<file path="src/rtl/hpdcache_pkg.sv">
// Shared constants and ID-split helpers for the memory write arbiter.
package hpdcache_pkg;

    localparam int unsigned HPDCACHE_MEM_WR_NREQ       = 2;
    localparam int unsigned HPDCACHE_MEM_WR_ID_W       = 8;
    localparam int unsigned HPDCACHE_MEM_WR_META_W     = 64;
    localparam int unsigned HPDCACHE_MEM_WR_DATA_W     = 512;
    localparam int unsigned HPDCACHE_MEM_WR_ORDER_DEPTH = 4;

    function automatic int unsigned hpdcache_src_id_w(input int unsigned nreq);
        return (nreq > 1) ? $clog2(nreq) : 1;
    endfunction

endpackage

</file>
<file path="src/rtl/hpdcache_mem_wr_arbiter_if.sv">
// Requester-side and memory-side bundles of the memory write arbiter.
interface hpdcache_mem_wr_arbiter_req_if
    import hpdcache_pkg::*;
#(
    parameter int unsigned NREQ       = HPDCACHE_MEM_WR_NREQ,
    parameter int unsigned MemIdWidth = HPDCACHE_MEM_WR_ID_W,
    parameter int unsigned MetaWidth  = HPDCACHE_MEM_WR_META_W,
    parameter int unsigned DataWidth  = HPDCACHE_MEM_WR_DATA_W
);
    localparam int unsigned SrcIdWidth = hpdcache_src_id_w(NREQ);
    localparam int unsigned ReqIdWidth = MemIdWidth - SrcIdWidth;

    logic [NREQ-1:0]                  req_valid_i;
    logic [NREQ-1:0]                  req_ready_o;
    logic [NREQ-1:0][MetaWidth-1:0]   req_meta_i;
    logic [NREQ-1:0][ReqIdWidth-1:0]  req_id_i;
    logic [NREQ-1:0]                  req_data_valid_i;
    logic [NREQ-1:0]                  req_data_ready_o;
    logic [NREQ-1:0][DataWidth-1:0]   req_data_i;
    logic [NREQ-1:0][DataWidth/8-1:0] req_be_i;
    logic [NREQ-1:0]                  req_last_i;
    logic [NREQ-1:0]                  resp_valid_o;
    logic [NREQ-1:0]                  resp_ready_i;
    logic [ReqIdWidth-1:0]            resp_id_o;
    logic                             resp_error_o;

    modport master (
        output req_valid_i, req_meta_i, req_id_i,
        output req_data_valid_i, req_data_i, req_be_i, req_last_i,
        output resp_ready_i,
        input  req_ready_o, req_data_ready_o,
        input  resp_valid_o, resp_id_o, resp_error_o
    );

    modport slave (
        input  req_valid_i, req_meta_i, req_id_i,
        input  req_data_valid_i, req_data_i, req_be_i, req_last_i,
        input  resp_ready_i,
        output req_ready_o, req_data_ready_o,
        output resp_valid_o, resp_id_o, resp_error_o
    );
endinterface

interface hpdcache_mem_wr_arbiter_mem_if
    import hpdcache_pkg::*;
#(
    parameter int unsigned MemIdWidth = HPDCACHE_MEM_WR_ID_W,
    parameter int unsigned MetaWidth  = HPDCACHE_MEM_WR_META_W,
    parameter int unsigned DataWidth  = HPDCACHE_MEM_WR_DATA_W
);
    logic                   mem_req_valid_o;
    logic                   mem_req_ready_i;
    logic [MetaWidth-1:0]   mem_req_meta_o;
    logic [MemIdWidth-1:0]  mem_req_id_o;
    logic                   mem_data_valid_o;
    logic                   mem_data_ready_i;
    logic [DataWidth-1:0]   mem_data_o;
    logic [DataWidth/8-1:0] mem_be_o;
    logic                   mem_last_o;
    logic                   mem_resp_valid_i;
    logic                   mem_resp_ready_o;
    logic [MemIdWidth-1:0]  mem_resp_id_i;
    logic                   mem_resp_error_i;

    modport master (
        output mem_req_valid_o, mem_req_meta_o, mem_req_id_o,
        output mem_data_valid_o, mem_data_o, mem_be_o, mem_last_o,
        output mem_resp_ready_o,
        input  mem_req_ready_i, mem_data_ready_i,
        input  mem_resp_valid_i, mem_resp_id_i, mem_resp_error_i
    );

    modport slave (
        input  mem_req_valid_o, mem_req_meta_o, mem_req_id_o,
        input  mem_data_valid_o, mem_data_o, mem_be_o, mem_last_o,
        input  mem_resp_ready_o,
        output mem_req_ready_i, mem_data_ready_i,
        output mem_resp_valid_i, mem_resp_id_i, mem_resp_error_i
    );
endinterface

</file>
<file path="src/rtl/hpdcache_fifo_reg.sv">
// Register-based FIFO; depth need not be a power of two.
module hpdcache_fifo_reg #(
    parameter int unsigned WIDTH = 1,
    parameter int unsigned DEPTH = 4
) (
    input  logic             clk_i,
    input  logic             rst_ni,
    input  logic             i_push,
    input  logic [WIDTH-1:0] i_data,
    input  logic             i_pop,
    output logic [WIDTH-1:0] o_data,
    output logic             o_full,
    output logic             o_empty
);
    localparam int unsigned PtrW = (DEPTH > 1) ? $clog2(DEPTH) : 1;
    localparam int unsigned CntW = $clog2(DEPTH + 1);

    logic [WIDTH-1:0] r_mem [DEPTH];
    logic [PtrW-1:0]  r_wr;
    logic [PtrW-1:0]  r_rd;
    logic [CntW-1:0]  r_cnt;
    logic             w_push;
    logic             w_pop;

    assign o_full  = (r_cnt == CntW'(DEPTH));
    assign o_empty = (r_cnt == '0);
    assign o_data  = r_mem[r_rd];
    // Full is judged before any pop of the same cycle
    assign w_push  = i_push & ~o_full;
    assign w_pop   = i_pop & ~o_empty;

    always_ff @(posedge clk_i or negedge rst_ni) begin
        if (!rst_ni) begin
            r_wr  <= '0;
            r_rd  <= '0;
            r_cnt <= '0;
            for (int i = 0; i < int'(DEPTH); i++) begin
                r_mem[i] <= '0;
            end
        end else begin
            if (w_push) begin
                r_mem[r_wr] <= i_data;
                r_wr <= (r_wr == PtrW'(DEPTH - 1)) ? '0 : PtrW'(r_wr + PtrW'(1));
            end
            if (w_pop) begin
                r_rd <= (r_rd == PtrW'(DEPTH - 1)) ? '0 : PtrW'(r_rd + PtrW'(1));
            end
            unique case ({w_push, w_pop})
                2'b10:   r_cnt <= CntW'(r_cnt + CntW'(1));
                2'b01:   r_cnt <= CntW'(r_cnt - CntW'(1));
                default: r_cnt <= r_cnt;
            endcase
        end
    end
endmodule

</file>
<file path="src/rtl/hpdcache_mem_wr_arbiter.sv">
// Merges N memory write requesters: RR metadata arbitration with lock,
// data kept in metadata order via an order FIFO, responses routed by ID.
module hpdcache_mem_wr_arbiter
    import hpdcache_pkg::*;
#(
    parameter int unsigned NREQ       = HPDCACHE_MEM_WR_NREQ,
    parameter int unsigned MemIdWidth = HPDCACHE_MEM_WR_ID_W,
    parameter int unsigned MetaWidth  = HPDCACHE_MEM_WR_META_W,
    parameter int unsigned DataWidth  = HPDCACHE_MEM_WR_DATA_W,
    parameter int unsigned OrderDepth = HPDCACHE_MEM_WR_ORDER_DEPTH
) (
    input  logic clk_i,
    input  logic rst_ni,
    hpdcache_mem_wr_arbiter_req_if.slave  req,
    hpdcache_mem_wr_arbiter_mem_if.master mem
);
    localparam int unsigned SrcIdWidth = hpdcache_src_id_w(NREQ);
    localparam int unsigned ReqIdWidth = MemIdWidth - SrcIdWidth;

    typedef logic [SrcIdWidth-1:0] src_t;

    if (SrcIdWidth >= MemIdWidth) begin : g_bad_id_split
        $error("SrcIdWidth must be smaller than MemIdWidth");
    end

    src_t r_ptr;
    src_t r_gnt;
    logic r_lock;

    src_t w_idx;
    src_t w_rr;
    src_t w_gnt;
    src_t w_head;
    src_t w_src;
    logic w_src_ok;
    logic w_full;
    logic w_empty;
    logic w_req_vld;
    logic w_push;
    logic w_data_vld;
    logic w_pop;

    // Descending scan so the closest requester after r_ptr wins
    always_comb begin
        w_idx = r_ptr;
        w_rr  = r_ptr;
        for (int i = int'(NREQ) - 1; i >= 0; i--) begin
            w_idx = src_t'((int'(r_ptr) + i) % int'(NREQ));
            if (req.req_valid_i[w_idx]) begin
                w_rr = w_idx;
            end
        end
    end

    assign w_gnt     = r_lock ? r_gnt : w_rr;
    assign w_req_vld = rst_ni & (|req.req_valid_i) & ~w_full;
    assign w_push    = w_req_vld & mem.mem_req_ready_i;

    assign mem.mem_req_valid_o = w_req_vld;
    assign mem.mem_req_meta_o  = req.req_meta_i[w_gnt];
    assign mem.mem_req_id_o    = {w_gnt, req.req_id_i[w_gnt]};

    always_comb begin
        req.req_ready_o        = '0;
        req.req_ready_o[w_gnt] = rst_ni & mem.mem_req_ready_i & ~w_full;
    end

    always_ff @(posedge clk_i or negedge rst_ni) begin
        if (!rst_ni) begin
            r_ptr  <= '0;
            r_gnt  <= '0;
            r_lock <= 1'b0;
        end else if (w_push) begin
            r_ptr  <= (w_gnt == src_t'(NREQ - 1)) ? '0 : src_t'(w_gnt + src_t'(1));
            r_lock <= 1'b0;
        end else if (w_req_vld) begin
            r_gnt  <= w_gnt;
            r_lock <= 1'b1;
        end
    end

    hpdcache_fifo_reg #(
        .WIDTH (SrcIdWidth),
        .DEPTH (OrderDepth)
    ) u_order_fifo (
        .clk_i   (clk_i),
        .rst_ni  (rst_ni),
        .i_push  (w_push),
        .i_data  (w_gnt),
        .i_pop   (w_pop),
        .o_data  (w_head),
        .o_full  (w_full),
        .o_empty (w_empty)
    );

    assign w_data_vld = rst_ni & ~w_empty & req.req_data_valid_i[w_head];
    assign w_pop      = w_data_vld & mem.mem_data_ready_i & req.req_last_i[w_head];

    assign mem.mem_data_valid_o = w_data_vld;
    assign mem.mem_data_o       = req.req_data_i[w_head];
    assign mem.mem_be_o         = req.req_be_i[w_head];
    assign mem.mem_last_o       = req.req_last_i[w_head];

    always_comb begin
        req.req_data_ready_o         = '0;
        req.req_data_ready_o[w_head] = rst_ni & mem.mem_data_ready_i & ~w_empty;
    end

    assign w_src    = mem.mem_resp_id_i[MemIdWidth-1 -: SrcIdWidth];
    assign w_src_ok = ({1'b0, w_src} < (SrcIdWidth + 1)'(NREQ));

    // Responses to a non-existent source are swallowed
    always_comb begin
        req.resp_valid_o = '0;
        if (w_src_ok) begin
            req.resp_valid_o[w_src] = rst_ni & mem.mem_resp_valid_i;
        end
    end

    assign mem.mem_resp_ready_o = rst_ni & (w_src_ok ? req.resp_ready_i[w_src] : 1'b1);
    assign req.resp_id_o        = mem.mem_resp_id_i[ReqIdWidth-1:0];
    assign req.resp_error_o     = mem.mem_resp_error_i;

    a_resp_src_in_range : assert property (
        @(posedge clk_i) disable iff (!rst_ni)
        mem.mem_resp_valid_i |-> w_src_ok
    );
endmodule

</file>
<file path="src/flat_wrapper.sv">
// flat-port wrapper written by rule: the top's interface ports become plain ports
module hpdcache_mem_wr_arbiter_flat import hpdcache_pkg::*;
#(
    parameter int unsigned NREQ       = HPDCACHE_MEM_WR_NREQ,
    parameter int unsigned MemIdWidth = HPDCACHE_MEM_WR_ID_W,
    parameter int unsigned MetaWidth  = HPDCACHE_MEM_WR_META_W,
    parameter int unsigned DataWidth  = HPDCACHE_MEM_WR_DATA_W,
    parameter int unsigned OrderDepth = HPDCACHE_MEM_WR_ORDER_DEPTH
)
  (clk_i, rst_ni, req_req_valid_i, req_req_meta_i, req_req_id_i, req_req_data_valid_i, req_req_data_i, req_req_be_i, req_req_last_i, req_resp_ready_i, req_req_ready_o, req_req_data_ready_o, req_resp_valid_o, req_resp_id_o, req_resp_error_o, mem_mem_req_valid_o, mem_mem_req_meta_o, mem_mem_req_id_o, mem_mem_data_valid_o, mem_mem_data_o, mem_mem_be_o, mem_mem_last_o, mem_mem_resp_ready_o, mem_mem_req_ready_i, mem_mem_data_ready_i, mem_mem_resp_valid_i, mem_mem_resp_id_i, mem_mem_resp_error_i);
  hpdcache_mem_wr_arbiter_req_if #(.NREQ(NREQ), .MemIdWidth(MemIdWidth), .MetaWidth(MetaWidth), .DataWidth(DataWidth)) req_i ();
  hpdcache_mem_wr_arbiter_mem_if #(.MemIdWidth(MemIdWidth), .MetaWidth(MetaWidth), .DataWidth(DataWidth)) mem_i ();
  input  logic clk_i;
  input  logic rst_ni;
  input wire logic [$bits(req_i.req_valid_i)-1:0] req_req_valid_i;
  input wire logic [$bits(req_i.req_meta_i)-1:0] req_req_meta_i;
  input wire logic [$bits(req_i.req_id_i)-1:0] req_req_id_i;
  input wire logic [$bits(req_i.req_data_valid_i)-1:0] req_req_data_valid_i;
  input wire logic [$bits(req_i.req_data_i)-1:0] req_req_data_i;
  input wire logic [$bits(req_i.req_be_i)-1:0] req_req_be_i;
  input wire logic [$bits(req_i.req_last_i)-1:0] req_req_last_i;
  input wire logic [$bits(req_i.resp_ready_i)-1:0] req_resp_ready_i;
  output wire logic [$bits(req_i.req_ready_o)-1:0] req_req_ready_o;
  output wire logic [$bits(req_i.req_data_ready_o)-1:0] req_req_data_ready_o;
  output wire logic [$bits(req_i.resp_valid_o)-1:0] req_resp_valid_o;
  output wire logic [$bits(req_i.resp_id_o)-1:0] req_resp_id_o;
  output wire logic [$bits(req_i.resp_error_o)-1:0] req_resp_error_o;
  output wire logic [$bits(mem_i.mem_req_valid_o)-1:0] mem_mem_req_valid_o;
  output wire logic [$bits(mem_i.mem_req_meta_o)-1:0] mem_mem_req_meta_o;
  output wire logic [$bits(mem_i.mem_req_id_o)-1:0] mem_mem_req_id_o;
  output wire logic [$bits(mem_i.mem_data_valid_o)-1:0] mem_mem_data_valid_o;
  output wire logic [$bits(mem_i.mem_data_o)-1:0] mem_mem_data_o;
  output wire logic [$bits(mem_i.mem_be_o)-1:0] mem_mem_be_o;
  output wire logic [$bits(mem_i.mem_last_o)-1:0] mem_mem_last_o;
  output wire logic [$bits(mem_i.mem_resp_ready_o)-1:0] mem_mem_resp_ready_o;
  input wire logic [$bits(mem_i.mem_req_ready_i)-1:0] mem_mem_req_ready_i;
  input wire logic [$bits(mem_i.mem_data_ready_i)-1:0] mem_mem_data_ready_i;
  input wire logic [$bits(mem_i.mem_resp_valid_i)-1:0] mem_mem_resp_valid_i;
  input wire logic [$bits(mem_i.mem_resp_id_i)-1:0] mem_mem_resp_id_i;
  input wire logic [$bits(mem_i.mem_resp_error_i)-1:0] mem_mem_resp_error_i;
  assign req_i.req_valid_i = req_req_valid_i;
  assign req_i.req_meta_i = req_req_meta_i;
  assign req_i.req_id_i = req_req_id_i;
  assign req_i.req_data_valid_i = req_req_data_valid_i;
  assign req_i.req_data_i = req_req_data_i;
  assign req_i.req_be_i = req_req_be_i;
  assign req_i.req_last_i = req_req_last_i;
  assign req_i.resp_ready_i = req_resp_ready_i;
  assign req_req_ready_o = req_i.req_ready_o;
  assign req_req_data_ready_o = req_i.req_data_ready_o;
  assign req_resp_valid_o = req_i.resp_valid_o;
  assign req_resp_id_o = req_i.resp_id_o;
  assign req_resp_error_o = req_i.resp_error_o;
  assign mem_mem_req_valid_o = mem_i.mem_req_valid_o;
  assign mem_mem_req_meta_o = mem_i.mem_req_meta_o;
  assign mem_mem_req_id_o = mem_i.mem_req_id_o;
  assign mem_mem_data_valid_o = mem_i.mem_data_valid_o;
  assign mem_mem_data_o = mem_i.mem_data_o;
  assign mem_mem_be_o = mem_i.mem_be_o;
  assign mem_mem_last_o = mem_i.mem_last_o;
  assign mem_mem_resp_ready_o = mem_i.mem_resp_ready_o;
  assign mem_i.mem_req_ready_i = mem_mem_req_ready_i;
  assign mem_i.mem_data_ready_i = mem_mem_data_ready_i;
  assign mem_i.mem_resp_valid_i = mem_mem_resp_valid_i;
  assign mem_i.mem_resp_id_i = mem_mem_resp_id_i;
  assign mem_i.mem_resp_error_i = mem_mem_resp_error_i;
  hpdcache_mem_wr_arbiter #(.NREQ(NREQ), .MemIdWidth(MemIdWidth), .MetaWidth(MetaWidth), .DataWidth(DataWidth), .OrderDepth(OrderDepth)) u_core (.clk_i(clk_i), .rst_ni(rst_ni), .req(req_i), .mem(mem_i));
endmodule
</file>
<file path="config.mk">
export PLATFORM = sky130hd
export DESIGN_NAME = hpdcache_mem_wr_arbiter_flat
export DESIGN_NICKNAME = d
export VERILOG_FILES = /design/src/rtl/hpdcache_pkg.sv /design/src/rtl/hpdcache_mem_wr_arbiter_if.sv /design/src/rtl/hpdcache_fifo_reg.sv /design/src/rtl/hpdcache_mem_wr_arbiter.sv /design/src/flat_wrapper.sv
export SDC_FILE = /design/constraint.sdc
export NUM_CORES = 1
export LEC_CHECK = 0
export ABC_CLOCK_PERIOD_IN_PS = 8000
export CAP_MARGIN = 20
export CORE_AREA = 2 2 779 781
export CTS_CLUSTER_SIZE = 16
export DETAILED_ROUTE_END_ITERATION = 6
export DIE_AREA = 0 0 781 783
export GPL_ROUTABILITY_DRIVEN = 1
export PLACE_DENSITY = 0.3
export SLEW_MARGIN = 20
export SYNTH_ARGS = -nofsm -noshare
export SYNTH_HDL_FRONTEND = slang
export SYNTH_HIERARCHICAL = 1
export SYNTH_SLANG_ARGS = --single-unit
</file>
<file path="constraint.sdc">
create_clock -name clk_i -period 8 [get_ports clk_i]
set_clock_uncertainty 0.15 [all_clocks]
set_input_delay 1.2 -clock clk_i [delete_from_list [all_inputs] [get_ports clk_i]]
set_output_delay 1.2 -clock clk_i [all_outputs]
set_load 0.005 [all_outputs]
</file>
==> reports/qor.yml <==
critical_path:
  rr_endpoint: "u_core/u_order_fifo/r_cnt[2]$_DFFE_PN0P_"
  r2r_start: "u_core/u_order_fifo/r_rd[0]$_DFFE_PN0P_"
  cp.arrival_ns: 3.94
  r2r_slack_ns: 3.67
  critPathCaptureType: "output pin"
  crit_path_start_kind: "flip-flop"
  crit_required_ns: 6.65
  critPathMaxFanout: 104
  rr_worst_depth: 13
  worstSetupPathType: "reg2out"
timing:
  relSlewSlack_pct: 22.77
  setup_ws_ns: 2.711
  hold_viol: 0
  slew_viol_final: 0
  finalCritPeriodShare_pct: 66.11
  setup_viol: 0
  fin_setup_tns_ns: 0
  worst_slew_pin_slew_ns: 1.155
  holdWs_ns: 0.3615
  rsz0062_at_grt: "no"
  period_needed_ns: 5.289
  max_freq_mhz: 189.1
cts:
  htreeDepth: 1
  cts_tree: "done"
  cts_sinks: 14
  cts_made_buffers: 3
  cts_resized: 0
  clock_path_buffers: 2
  clock_latency_ns: 0.25
  ctsHoldBuffers: 0
  root_buffer: "clkbuf_16"
  cts_setup_buffers: 0
  path_clk_slew_ns: 0.05
placement:
  finalWeightedCongestion: 1.138
  io_buffers: 1965
  dp_cells: 10780
  dpl_cell_area_mm2: 0.03821
  dp_hpwl_mm: 491.2
  place_worst_setup_slack_ns: 2.739
synth:
  synth_area_mm2: 0.008931
  synth_top_area_cell: "mux2_2"
  synthTopCellsByCount: "mux2_2 (605), mux2_4 (42), buf_4 (39), buf_2 (34), dfrtp_1 (14)"
  syn_nets: 2140
  synthTopCellsByArea: "mux2_2 (76%), mux2_4 (7.1%), dfrtp_1 (3.9%)"
  ys.flop_type: "dfrtp_1"
  synth.distinct_cells: 35
  synth_top_area_share_pct: 76.28
  async_flop_share_pct: 100.0
  synth_edf_count: 0
  synth.avg_cell_area_um2: 10.93
  yosys_register_bits: 14
  ys_seq_area_share_pct: 3.923
  synth.most_common_cell: "mux2_2"
  synth_warnings: 6
  synth_cells: 817
route:
  drc: 0
  vias: 20080
  via_per_inst: 1.843
  initialDrtViolationCount: 1131
  firstDrtPassIters: 5
  wl_mm: 506.5
  ant_nets: 0
  routedWlPerCell_um: 46.48
cells_and_area:
  instances_no_fill: 10900
  finish.utilization_pct: 6.389
  fin_area_mm2: 0.03859
  nNetsFinal: 4043
  nFillCells: 71340
  drive_gt1_share_pct: 25.89
  area_growth_pct: 332.1
die:
  fp.dieArea_mm2: 0.6115
  rows: 286
  die-width_um: 781
  start_util_pct: 1.479
  io_pins: 1982
  core_mm2: 0.6040
  dieHeight_um: 783
global_routing:
  grt_usage_pct: 15.92
  antenna_found_initial: 684
  grt_pass1_vias: 18650
  grt-ovfl-total: 0
  grt_max_degree: 104
  grt_pass1_wl_mm: 548.7
worst_hold_path:
  hold_class: "reg2reg"
  min-delay-start: "u_core/r_gnt$_DFFE_PN0P_"
  holdPathEnd: "u_core/r_gnt$_DFFE_PN0P_"
  worstHoldPathCells: 1
power:
  ir_drop_v: 0.0002978
  p_total_mw: 11.52
  powerDensity_mw_per_mm2: 298.4
  p_leak_nw: 10.86
run_status:
  status: "finished, final reports clean"
flow_run:
  maxCapViolCount: 0
cell families after synthesis:
family	after synthesis	synth area share (%)
AO/OA/AOI/OAI	13	1.051
XOR/XNOR	3	0.2943
adder cells (fa/ha/maj)	7	1.065
buffers and inverters	89	6.879
flip-flops	14	3.923
multiplexers	657	84.69
AND/OR/NAND/NOR	34	2.102
placed cells by master (no fill, tap or decap), types with 5 or more instances in the layout:
cell type,netlist,final
mux2_2,605,605
nor2_1,10,10
nand2_1,10,10
buf_12,4,7
clkdlybuf4s50_1,0,1932
inv_1,6,6
ha_1,6,6
diode_2,0,115
o21ai_0,8,8
mux2_4,42,42
buf_2,34,5
buf_4,39,37
dfrtp_1,14,14
mux2_1,6,6
registers in the layout, indices dropped and copies added, names as in the netlist:
name / cells
u_core/r_gnt: 1
u_core/r_lock: 1
u_core/r_ptr: 1
u_core/u_order_fifo/r_cnt: 3
u_core/u_order_fifo/r_mem: 4
u_core/u_order_fifo/r_rd: 2
u_core/u_order_fifo/r_wr: 2
routing by layer:
layer	global-route usage, %	part of all wire (%)	vias to the layer above	wire (µm)
met5	0.007832	0.47	-	2392
li1	-	-	7037	-
met2	25.89	45	2694	227300
met3	10.99	15	1224	78260
met4	4.871	4.2	354	21130
met1	16.36	35	8773	177400
critical path: stages, from the launching register on:
cell and delay, ns:
dfrtp_1 0.40, mux4_4 0.99, buf_12 0.33, mux2_2 0.44
clkdlybuf4s50_1 1.05
cell type report:
class                   instances  area (µm²)  area share (%)
repair buffers               1981       19780           51.26
well taps                    8064       10090           26.15
multi-input cells             714        7969           20.65
flip-flops and latches         14       350.3          0.9079
diodes                        115       287.8          0.7457
clock buffers                   4       88.84          0.2302
inverters                       6       22.52         0.05836
worst max-delay path by stage:
stage	from	slack, ns	end
global route	req_req_valid_i[1]	2.64	mem_mem_req_id_o[0]
detailed placement	req_req_valid_i[1]	2.74	mem_mem_req_id_o[0]
finish	u_core/u_order_fifo/r_rd[0]$_DFFE_PN0P_	2.71	mem_mem_data_o[397]
CTS	req_req_valid_i[1]	2.73	mem_mem_req_id_o[0]
floorplan	req_req_valid_i[0]	4.41	mem_mem_req_id_o[0]
global placement	req_req_valid_i[1]	2.74	mem_mem_req_id_o[0]
where the power goes:
| part | switching (mW) | total, mW | internal [mW] | leakage, nW |
|---|---|---|---|---|
| Clock | 0.0300 | 0.106 | 0.0758 | 0.0449 |
| Combinational | 6.48 | 11.3 | 4.80 | 10.6 |
| Sequential | 0.0341 | 0.139 | 0.105 | 0.170 |
| Total | 6.54 | 11.5 | 4.98 | 10.9 |
No activity file was read; power rests on OpenSTA's default activity.
